File: config.mk
export PLATFORM = sky130hd
export DESIGN_NAME = md_issue_ctrl
export DESIGN_NICKNAME = d
export VERILOG_FILES = /design/src/rtl/md_issue_ctrl.sv
export SDC_FILE = /design/constraint.sdc
export NUM_CORES = 1
export LEC_CHECK = 0
export ABC_AREA = 1
export BUFFER_PORTS_ARGS = -buffer_cell sky130_fd_sc_hd__buf_4
export CELL_PAD_IN_SITES_DETAIL_PLACEMENT = 1
export CELL_PAD_IN_SITES_GLOBAL_PLACEMENT = 1
export CORE_MARGIN = 1
export CORE_UTILIZATION = 32
export DETAILED_ROUTE_END_ITERATION = 10
export PLACE_DENSITY = 0.72
export SYNTH_ARGS = -nofsm -noshare
export SYNTH_HDL_FRONTEND = slang
export SYNTH_SLANG_ARGS = --single-unit
File: constraint.sdc
create_clock -name Clk -period 1.8 [get_ports Clk]
set_input_delay 0.18 -clock Clk [delete_from_list [all_inputs] [get_ports Clk]]
set_output_delay 0.18 -clock Clk [all_outputs]
set_load 0.01 [all_outputs]
File: src/rtl/md_issue_ctrl.sv
// Issue controller for the HI/LO multiply/divide unit. It decodes MD ops leaving
// decode, pulses the unit's start inputs and tracks the busy window to stall HI/LO users.
module md_issue_ctrl #(
  parameter int unsigned MULT_LAT = 5,
  parameter int unsigned DIV_LAT  = 10
) (
  input  logic       Clk,
  input  logic       Resetn,
  input  logic       d_md_valid,
  input  logic [2:0] d_md_op,
  input  logic       d_mf_valid,
  input  logic       flush,
  output logic       stall,
  output logic       start_mult,
  output logic       start_div,
  output logic       updatemd,
  output logic [2:0] md_control,
  output logic [3:0] busy
);

  typedef enum logic [1:0] {IDLE, MULT, DIV} state_e;

  state_e     state_q, state_d;
  logic [3:0] busy_q, busy_d;
  logic [2:0] md_ctrl_q, md_ctrl_d;
  logic       start_mult_q, start_mult_d;
  logic       start_div_q, start_div_d;
  logic       updatemd_q, updatemd_d;

  logic busy_nz, is_mul, is_div, legal, issue;

  assign busy_nz = (busy_q != 4'd0);
  assign is_mul  = (d_md_op[2:1] == 2'b00);
  assign is_div  = (d_md_op[2:1] == 2'b01);
  assign legal   = ~(d_md_op[2] & d_md_op[1]);
  assign stall   = busy_nz & (d_md_valid | d_mf_valid) & ~flush;
  // Redundant with stall while busy, but keeps an issue impossible mid-window by construction.
  assign issue   = d_md_valid & legal & ~stall & ~flush & ~busy_nz;

  always_ff @(posedge Clk or negedge Resetn) begin
    if (!Resetn) begin
      state_q      <= IDLE;
      busy_q       <= 4'd0;
      md_ctrl_q    <= 3'b000;
      start_mult_q <= 1'b0;
      start_div_q  <= 1'b0;
      updatemd_q   <= 1'b0;
    end else begin
      state_q      <= state_d;
      busy_q       <= busy_d;
      md_ctrl_q    <= md_ctrl_d;
      start_mult_q <= start_mult_d;
      start_div_q  <= start_div_d;
      updatemd_q   <= updatemd_d;
    end
  end

  always_comb begin
    state_d = state_q;
    case (state_q)
      IDLE: begin
        if (issue && is_mul)      state_d = MULT;
        else if (issue && is_div) state_d = DIV;
      end
      MULT, DIV: if (busy_q == 4'd1) state_d = IDLE;
      default: state_d = IDLE;
    endcase
  end

  always_comb begin
    busy_d       = busy_q;
    md_ctrl_d    = md_ctrl_q;
    start_mult_d = 1'b0;
    start_div_d  = 1'b0;
    updatemd_d   = 1'b0;
    if (issue) begin
      md_ctrl_d    = d_md_op;
      updatemd_d   = 1'b1;
      start_mult_d = is_mul;
      start_div_d  = is_div;
      if (is_mul)      busy_d = 4'(MULT_LAT);
      else if (is_div) busy_d = 4'(DIV_LAT);
    end else if (busy_nz) begin
      busy_d = busy_q - 4'd1;
    end
  end

  assign start_mult = start_mult_q;
  assign start_div  = start_div_q;
  assign updatemd   = updatemd_q;
  assign md_control = md_ctrl_q;
  assign busy       = busy_q;

endmodule

; Word-level counts from Yosys, hierarchy flattened
; Index checks and enable logic that the tools add are counted.
[totals]
reg_bits = 10
latch_bits = 0
ram_bits = 0
mem_bits_ro = 0
input_bits = 8
output_inout_bits = 11
wordCells = 31
memories = 0
[classes]
addsub = 1
mul = 0
div = 0
n_lt_le_gt_ge = 0
n_eq_ne = 2
shift = 0
n_mux = 7
bitwise = 12
n_reduce_logical = 4
[op_table]
columns = operator, n
row1 = $mux 4, 4
row2 = $and 1x1->1, 7
row3 = $not 1->1, 4
row4 = $reduce_bool 4->1, 1
row5 = $sub 4x1->4 const B, 1
row6 = $mux 1, 3
row7 = $ne 3x3->1 const B, 1
row8 = $eq 2x1->1 const B, 1
row9 = $logic_not 2->1, 1
row10 = $reduce_and 2->1, 1
row11 = $reduce_bool 2->1, 1
row12 = $or 1x1->1, 1

; Longest topological paths before layout
; Gate-level depths: netlist of run 1.
[logic_depth]
depth_word = 9
depth_mapped = 9
mapped_depth_nobuf = 9

; Worst setup path after synthesis of run 1
; Ideal clock, no wire load.
[synth_timing]
kind = register to register
from = register busy_q[0], in the netlist busy[0]
to = register busy_q[0], in the netlist busy[0]
setup_ps = 117
arrival_time_ps = 1189
t_required_ps = 1683
slack_ps = 495
path_stages_with_launch = 10
path_buffers = 0
period_less_slack_ps = 1305
path_cell_list = dfrtp_1 -> inv_1 -> ha_1 -> nand2_2 -> nor2_4 -> nand2_4 -> nand2_1 -> nand2_1 -> nand2_1 -> nand2_1
[synth_via]
elab_chain_cells = 9
elab_cells_between_ends = 14
cone_classes = add/sub: 1 / eq/ne: 1 / mux: 2 / bitwise: 7 / reduce/logical: 3
[synth_lines]
columns = element, line
row1 = "start, declared", 24  ; logic [3:0] busy_q, busy_d;
row2 = "start signal, assigned", 50  ; busy_q <= busy_d;
row3 = $reduce_bool 4->1, 32  ; assign busy_nz = (busy_q != 4'd0);
row4 = $and 1x1->1 (2 in a row), 36  ; assign stall = busy_nz & (d_md_valid | d_mf_valid) & ~flush;
row5 = $not 1->1, 38  ; assign issue = d_md_valid & legal & ~stall & ~flush & ~busy_nz;
row6 = $and 1x1->1 (3 in a row), 38
row7 = $ne 3x3->1 (no source line) or $reduce_bool 2->1 (tied branches), n/a
row8 = $reduce_and 2->1 (no source line), n/a
; Parallel ways exist; a longest one is shown, timed or not. The select of a mux whose other input is x is not followed.
; A chain may end at the register's enable or synchronous reset.

; Worst setup path in the final report of run 1
[layout_timing]
from = register busy_q[0], in the netlist busy[0]
to = output stall
[layout_via]
elab_chain_cells = 3
[layout_lines]
columns = element, line
row1 = $reduce_bool 4->1, 32
row2 = $and 1x1->1 (2 in a row), 36
row3 = "end, declared", 13  ; output logic stall,
; Every way passes these cells.

==> results of run 1 <==
-- cells in the mapped netlist, drive strengths merged --
cell type  count
clkinv         1
nor2           7
o21ai          4
a21oi          2
a31oi          1
nand2         22
nand3          3
xor2           2
ha             1
inv           11
dfrtp         10
-- area by class of cell --
cell class	instances	share of cell area, %
Tap cell	16	2.80
Sequential cell	10	35.0
Inverter	12	6.29
Clock buffer	4	5.07
Multi-Input combinational cell	42	30.6
Timing Repair Buffer	19	20.3
-- repair_timing --
item                                   in CTS  in global routing
hold buffers                                1                  0
endpoints found under the hold margin      10                  0
setup buffers                               0                  0
-- cell families after synthesis --
| family | synth area share [%] |
|---|---|
| buffers and inverters | 8.76 |
| adder cells (fa/ha/maj) | 2.43 |
| flip-flops | 48.7 |
| AND/OR/NAND/NOR | 29.0 |
| XOR/XNOR | 3.41 |
| AO/OA/AOI/OAI | 7.78 |
-- layer usage --
| layer | global-route usage (%) | vias to the layer above | part of all wire, % |
|---|---|---|---|
| li1 | - | 242 | - |
| met1 | 17.4 | 226 | 40 |
| met2 | 29.4 | 11 | 53 |
| met3 | 6.47 | 2 | 5.3 |
| met4 | 5.63 | 0 | 0.84 |
| met5 | 0 | - | 0 |
-- through the flow --
stage | worst slack, ns | util [%] | power [mW]
final | 0.183 | 47.5 | 1.10
after floorplan | 0.495 | - | 0.688
after global placement | 0.447 | 44.4 | 0.882
after CTS | 0.160 | 47.5 | 1.12
after detailed placement | 0.382 | 44.4 | 0.901
after global routing | 0.0605 | 47.5 | 1.20
-- state kept, by name (all words and copies together) (netlist names) --
register    flops
busy            4
md_control      3
start_div       1
start_mult      1
updatemd        1
-- critical path, delay by kind of cell (launching register included) --
kind                     cells  cell delay, ns
buffers and inverters        2            0.24
AND/OR/NAND/NOR              3            0.30
adder cells (fa/ha/maj)      1            0.22
flip-flops                   1            0.40
-- power by group --
part           internal (mW)  switching, mW  leakage [nW]
combinational          0.235          0.279         0.279
clock                  0.123         0.0831        0.0210
sequential             0.309         0.0695         0.128
-- worst paths after layout --
check                               from             to  depth (start not counted)  slack [ns]
max in group asynchronous         Resetn     start_mult                          2        1.39
min reg2reg                md_control[0]  md_control[0]                          2        0.49
min in group asynchronous         Resetn        busy[1]                          2        0.26
max reg2reg                      busy[0]        busy[0]                          9        0.38
min                           d_md_op[0]  md_control[0]                          3        0.12
max                              busy[0]          stall                          6        0.18
==> impl_results.md, run 1 <==
- Area leader, netlist: dfrtp_1
- Sequential cell area: 250 µm²
- Clk_lat worst skew: 0.27 ns
- Port Buffers: 18
- Fin crit share: 89.8%
- Top post-synthesis cells by area: dfrtp_1 49%, nand2_1 15%, inv_1 6.6%
- Hold Path Class: in -> reg
- Initial drt markers: 6
- Syn avg cell area: 8.04 µm²
- Htree depth: 1
- Commonest non-fill, non-tap cells in the layout: 20 x nand2_1, 18 x buf_4, 10 x dfrtp_1
- Post-route design area: 716 µm²
- Yosys reg bits: 10
- # fillers: 191
- WS Path Type: reg -> out
- CTS sink count: 10
- Vias per cell: 4.67
- Starting Density: 34.1%
- Yosys top cell area share: 48.7%
- CTS tree: done
- Total Wirelength: 1190 µm
- Worst-path fanout max: 5
- Area Growth Syn to Fin: 39.2%
- Setup crit end kind: output pin
- Layout cells sized above 1: 33.3%
- DRT antenna net count: 0
- Crit-path cells: inv_1 > ha_1 > nand2_2 > nor2_4 > nor2_1 > buf_4
- Total GRT Usage: 16.4%
- Mapped Cells: 64
- DRC: 0
- Die ar.: 0.00177 mm²
- Max-slew violation count: 0
- # diodes: 0
- Post-synthesis sequential area ratio: 48.7%
- Max Cap Viol: 0
- Status: finished clean
- Pwr per Cell Area: 1530 mW/mm²
- Placed Instances: 98
- Worst IR drop on VDD: 0.000772 V
- First-pass GRT wire length: 2150 µm
- Post-DP Area: 669 µm²
- Slowest-stage cell, CP: dfrtp_1
- Leakage: 0.428 nW
- Max Clk Rate: 618 MHz
- Vias: 481
- Final Setup Violations: 0
- Final HPWL DP: 954 µm
- RePlAce Congestion: 0.727
- Final Skew: 0.00681 ns
- Post-Synthesis Cell Area: 514 µm²
- Clock tree buffer depth: 2
- Post_cts resized: 0
- WL/cell: 11.6 µm
- Yosys cell types: 17
- I/O pins: 19
- Die height: 42.1 µm
- CTS buffer count: 3
- Core Region: 0.00151 mm²
- Standard-cell row count: 14
- Setup_tns: 0 ns
- Worst slew pin tran: 0.302 ns
- Initial antenna violation count: 0
- WHS: 0.117 ns
- Root buffer cell: clkbuf_4
- Total grt overflow: 0
- Fin cells: 103
- Pin count of the biggest net entering global routing: 11
- Syn. warnings: 0
- # nets final: 97
- Commonest non-fill, non-tap cell in the layout: nand2_1
- CP startpoint kind: flip-flop
- Hold Fails Final Rpt: 0
- CP arrival: 1.44 ns
- Slew headroom: 79.6%
- Die width: 42.1 µm
- First drt pass iteration count: 2
- Vias in the first global route: 487
- CTS clk-pin slew, worst paths: 0.07 ns
- Area occupied by multi-input gates: 219 µm²
- Fin crit period: 1.62 ns
- RSZ-0062 raised after global routing: no
- Required @ worst endpoint: 1.62 ns
- Crit-path max cell delay: 0.40 ns
- Post-Syn Nets: 73
Note: power is estimated with default switching activity, not from simulation.
==> run 2: changes to the inputs <==
==> constraint.sdc (replaced) <==
create_clock -name Clk -period 1.7 [get_ports Clk]
set_input_delay 0.17 -clock Clk [delete_from_list [all_inputs] [get_ports Clk]]
set_output_delay 0.17 -clock Clk [all_outputs]
set_load 0.01 [all_outputs]
==> run 2 against run 1 <==
Register-to-register slack got worse by 0.08 ns. Design area increased by 0.35%. Power increased by 6.3%. First-iteration DRC count unchanged. Critical path depth unchanged. Routed wire length about the same. Non-clock buffer count unchanged. Clock power increased by 6%. Clock skew about the same. Sequential share of layout area decreased by 0.12 points.
==> impl_results.md, run 2 (synthesis gave the netlist of run 1 again) <==
- Final Setup Violations: 0
- Pin count of the biggest net entering global routing: 11
- Worst-path fanout max: 5
- Final HPWL DP: 954 µm
- Status: finished clean
- CTS tree: done
- Root buffer cell: clkbuf_4
- Total grt overflow: 0
- Vias in the first global route: 487
- Setup_tns: 0 ns
- # diodes: 0
- Htree depth: 1
- Die ar.: 0.00177 mm²
- Fin crit share: 93.5%
- Worst IR drop on VDD: 0.000822 V
- R2R depth: 9
- Max-slew violation count: 0
- Core Region: 0.00151 mm²
- Pwr per Cell Area: 1630 mW/mm²
- Layout cells sized above 1: 34.5%
- Commonest non-fill, non-tap cell in the layout: nand2_1
- CTS sink count: 10
- Total Wirelength: 1190 µm
- Reg-to-Reg End: busy[0]
- Fin crit period: 1.59 ns
- Die width: 42.1 µm
- First-pass GRT wire length: 2150 µm
- # fillers: 192
- Max Clk Rate: 629 MHz
- Worst R2R Start: busy[0]
- Hold Path Class: in -> reg
- Area Growth Syn to Fin: 39.7%
- CP startpoint kind: flip-flop
- DRT antenna net count: 0
- Final Skew: 0.00672 ns
- Min-delay src: d_md_op[0]
- Fin util: 47.7%
- First drt pass iteration count: 2
- DRC: 0
- Worst slew pin tran: 0.302 ns
- Die height: 42.1 µm
- RePlAce Congestion: 0.727
- Vias: 481
- I/O pins: 19
- Reg2reg setup slack: 0.30 ns
- Starting Density: 34.1%
- Slew headroom: 79.6%
- Vias per cell: 4.67
- Commonest non-fill, non-tap cells in the layout: 20 x nand2_1, 18 x buf_4, 10 x dfrtp_1
- Total power: 1.17 mW
- Hold path depth: 3
- Hold Fails Final Rpt: 0
- CTS buffer count: 3
- Setup crit end kind: output pin
- Port Buffers: 18
- Required @ worst endpoint: 1.53 ns
- Placed Instances: 98
- Clock tree buffer depth: 2
- Max FFs per register: 4
- WL/cell: 11.6 µm
- WS Path Type: reg -> out
- Initial antenna violation count: 0
- Clk_lat worst skew: 0.27 ns
- Max Cap Viol: 0
- Fin cells: 103
- Initial drt markers: 6
- Leakage: 0.426 nW
- Hold EP: md_control[0]
- CTS clk-pin slew, worst paths: 0.07 ns
- Standard-cell row count: 14
- Total GRT Usage: 16.4%
- RSZ-0062 raised after global routing: no
- CP arrival: 1.42 ns
- # nets final: 97
-- run 2: changes by cell type in the layout (fill, tap and decap cells not counted) --
| cell | before | now |
|---|---|---|
| ha_2 | 0 | 1 |
| ha_1 | 1 | 0 |
-- run 2: area by class of cell --
cell class	instances	area (µm²)	share of cell area, %
Sequential cell	10	250	34.8
Multi-Input combinational cell	42	221	30.8
Timing Repair Buffer	19	145	20.2
Inverter	12	45.0	6.27
Clock buffer	4	36.3	5.05
Tap cell	16	20.0	2.79
-- run 2: repair_timing --
action,in CTS,in global routing
resized for setup,0,1
hold buffers,1,0
endpoints found under the hold margin,10,0
buffers inserted,0,0
endpoints found under the setup margin,0,1
-- run 2: critical path, stage by stage, from the launching register on --
cell and delay, ns:
dfrtp_1 0.40, inv_1 0.10, ha_2 0.22, nand2_2 0.07
nor2_4 0.16, nor2_1 0.06, buf_4 0.14
-- run 2: through the flow --
stage | hold slack, ns | cell area, µm² | setup slack (ns)
after CTS | 0.101 | 716 | 0.0698
after global placement | 0.00601 | 669 | 0.347
after floorplan | -0.126 | 514 | 0.395
after detailed placement | 0.00994 | 669 | 0.282
after global routing | 0.109 | 718 | 0.00664
final | 0.107 | 718 | 0.110
-- run 2: worst max path at each step --
stage,to,start
floorplan,busy[0],busy[0]
global placement,busy[1],busy[0]
detailed placement,busy[0],busy[0]
CTS,stall,busy[0]
global route,stall,busy[1]
finish,stall,busy[0]
-- run 2: metal layers --
layer / part of all wire, % / global-route usage [%]
met5: 0 / 0
met4: 0.84 / 5.63
met3: 5.3 / 6.47
met2: 53 / 29.4
met1: 40 / 17.4
-- run 2: report_power, final --
part | leakage (nW) | switching, mW | internal, mW
Sequential | 0.128 | 0.0736 | 0.327
Clock | 0.0210 | 0.0879 | 0.130
Combinational | 0.277 | 0.297 | 0.253
Total | 0.426 | 0.458 | 0.710
==> run 3: changes to the inputs <==
--- a/config.mk
+++ b/config.mk
@@ -13,6 +13,8 @@
 export CORE_UTILIZATION = 32
 export DETAILED_ROUTE_END_ITERATION = 10
 export PLACE_DENSITY = 0.72
+export SETUP_SLACK_MARGIN = 0.15
+export SKIP_CTS_REPAIR_TIMING = 1
 export SYNTH_ARGS = -nofsm -noshare
 export SYNTH_HDL_FRONTEND = slang
 export SYNTH_SLANG_ARGS = --single-unit
==> run 3 against run 2 <==
Design area rose by 2.4%. Clock skew up 0.0029 ns. Register-to-register slack worse by 0.02 ns. Sequential power is 1% higher. Power increased by 5.2%. Fmax increased by 7.4%. Sequential share of layout area fell by 0.83 points.
==> impl_results.md, run 3 (synthesis gave the netlist of run 1 again) <==
- Status: finished clean
- Slew headroom: 79.5%
- WL/cell: 12.0 µm
- Final Setup Violations: 0
- Vias in the first global route: 491
- Leakage: 0.430 nW
- Port Buffers: 18
- RSZ-0062 raised after global routing: no
- First-pass GRT wire length: 2170 µm
- Reg2reg setup slack: 0.28 ns
- Vias per cell: 4.70
- Fin crit share: 87.1%
- Total grt overflow: 0
- DRC: 0
- CP startpoint: busy[0]
- Commonest non-fill, non-tap cell in the layout: nand2_1
- Clk_lat worst skew: 0.27 ns
- Crit path to: stall
- Pwr per Cell Area: 1670 mW/mm²
- RePlAce Congestion: 0.727
- Crit-path cells: inv_2 > ha_4 > nand2_2 > nor2_4 > nor2_1 > buf_4
- CTS buffer count: 3
- Total Wirelength: 1250 µm
- CP startpoint kind: flip-flop
- Required @ worst endpoint: 1.53 ns
- Initial drt markers: 5
- Layout cells sized above 1: 37.5%
- Die height: 42.1 µm
- Final Skew: 0.00964 ns
- Worst slew pin tran: 0.305 ns
- Max FFs per register: 4
- Clock tree buffer depth: 2
- Commonest non-fill, non-tap cells in the layout: 20 x nand2_1, 19 x buf_4, 10 x dfrtp_1
- Die ar.: 0.00177 mm²
- # fillers: 191
- WHS: 0.108 ns
- Max Clk Rate: 676 MHz
- I/O pins: 19
- Worst IR drop on VDD: 0.000723 V
- Slowest-stage cell, CP: dfrtp_1
- Reg-to-Reg End: busy[0]
- Area occupied by multi-input gates: 231 µm²
- Pin count of the biggest net entering global routing: 11
- Max-slew violation count: 0
- R2R depth: 10
- CTS clk-pin slew, worst paths: 0.07 ns
- Max Cap Viol: 0
- # diodes: 0
- Setup crit end kind: output pin
- CTS sink count: 10
- Sequential cell area: 250 µm²
- Crit-path max cell delay: 0.41 ns
- Area Growth Syn to Fin: 43.1%
- Standard-cell row count: 14
- Hold Path Class: in -> reg
- Worst R2R Start: busy[0]
- Worst-path fanout max: 3
- Final HPWL DP: 954 µm
- First drt pass iteration count: 4
- Root buffer cell: clkbuf_4
- Setup_tns: 0 ns
- Vias: 489
- Hold Fails Final Rpt: 0
- WS Path Type: reg -> out
- # nets final: 98
- CP arrival: 1.31 ns
- Fin crit period: 1.48 ns
- Htree depth: 1
- Initial antenna violation count: 0
- Core Region: 0.00151 mm²
- DRT antenna net count: 0
- Starting Density: 34.1%
- Die width: 42.1 µm
- Fin util: 48.8%
- Total GRT Usage: 16.5%
- CTS tree: done
## run 3: cell type report
class,count,share of cell area (%)
Timing Repair Buffer,20,20.7
Tap cell,16,2.72
Inverter,12,6.12
Clock buffer,4,4.93
Sequential cell,10,34.0
Multi-Input combinational cell,42,31.5
## run 3: report_power, final
part / switching (mW) / total (mW) / internal [mW]
logic: 0.321 / 0.603 / 0.282
registers: 0.0779 / 0.405 / 0.327
clock network: 0.0901 / 0.220 / 0.130
total: 0.489 / 1.23 / 0.739
## run 3: worst min-delay path by stage
stage / cells past startpoint / slack [ns] / start / end
after global placement: 1 / 0.006 / Resetn / busy[2]
after detailed placement: 1 / 0.01 / Resetn / busy[2]
after floorplan: 0 / -0.13 / Resetn / busy[0]
final: 3 / 0.11 / d_md_op[0] / md_control[0]
after global routing: 3 / 0.11 / d_md_op[0] / md_control[0]
after CTS: 1 / -0.29 / Resetn / busy[2]
## run 3: critical path, delay by kind of cell (launching register included)
family                   cells  cell delay [ns]
AND/OR/NAND/NOR              3             0.23
buffers and inverters        2             0.24
adder cells (fa/ha/maj)      1             0.15
flip-flops                   1             0.41
## run 3: layer usage
layer / wire length (µm) / global-route usage (%)
met1: 504 / 17.6
met2: 674 / 29.4
met3: 63 / 6.47
met4: 9 / 5.63
met5: 0 / 0
## run 3: metrics by stage
| stage | setup slack (ns) | instance area, µm² | instances | total power [mW] |
|---|---|---|---|---|
| global route | 0.143 | 736 | 104 | 1.33 |
| finish | 0.220 | 736 | 104 | 1.23 |
| global placement | 0.347 | 669 | 98 | 0.934 |
| CTS | 0.0698 | 706 | 102 | 1.18 |
| detailed placement | 0.282 | 669 | 98 | 0.954 |
| floorplan | 0.395 | 514 | 64 | 0.729 |
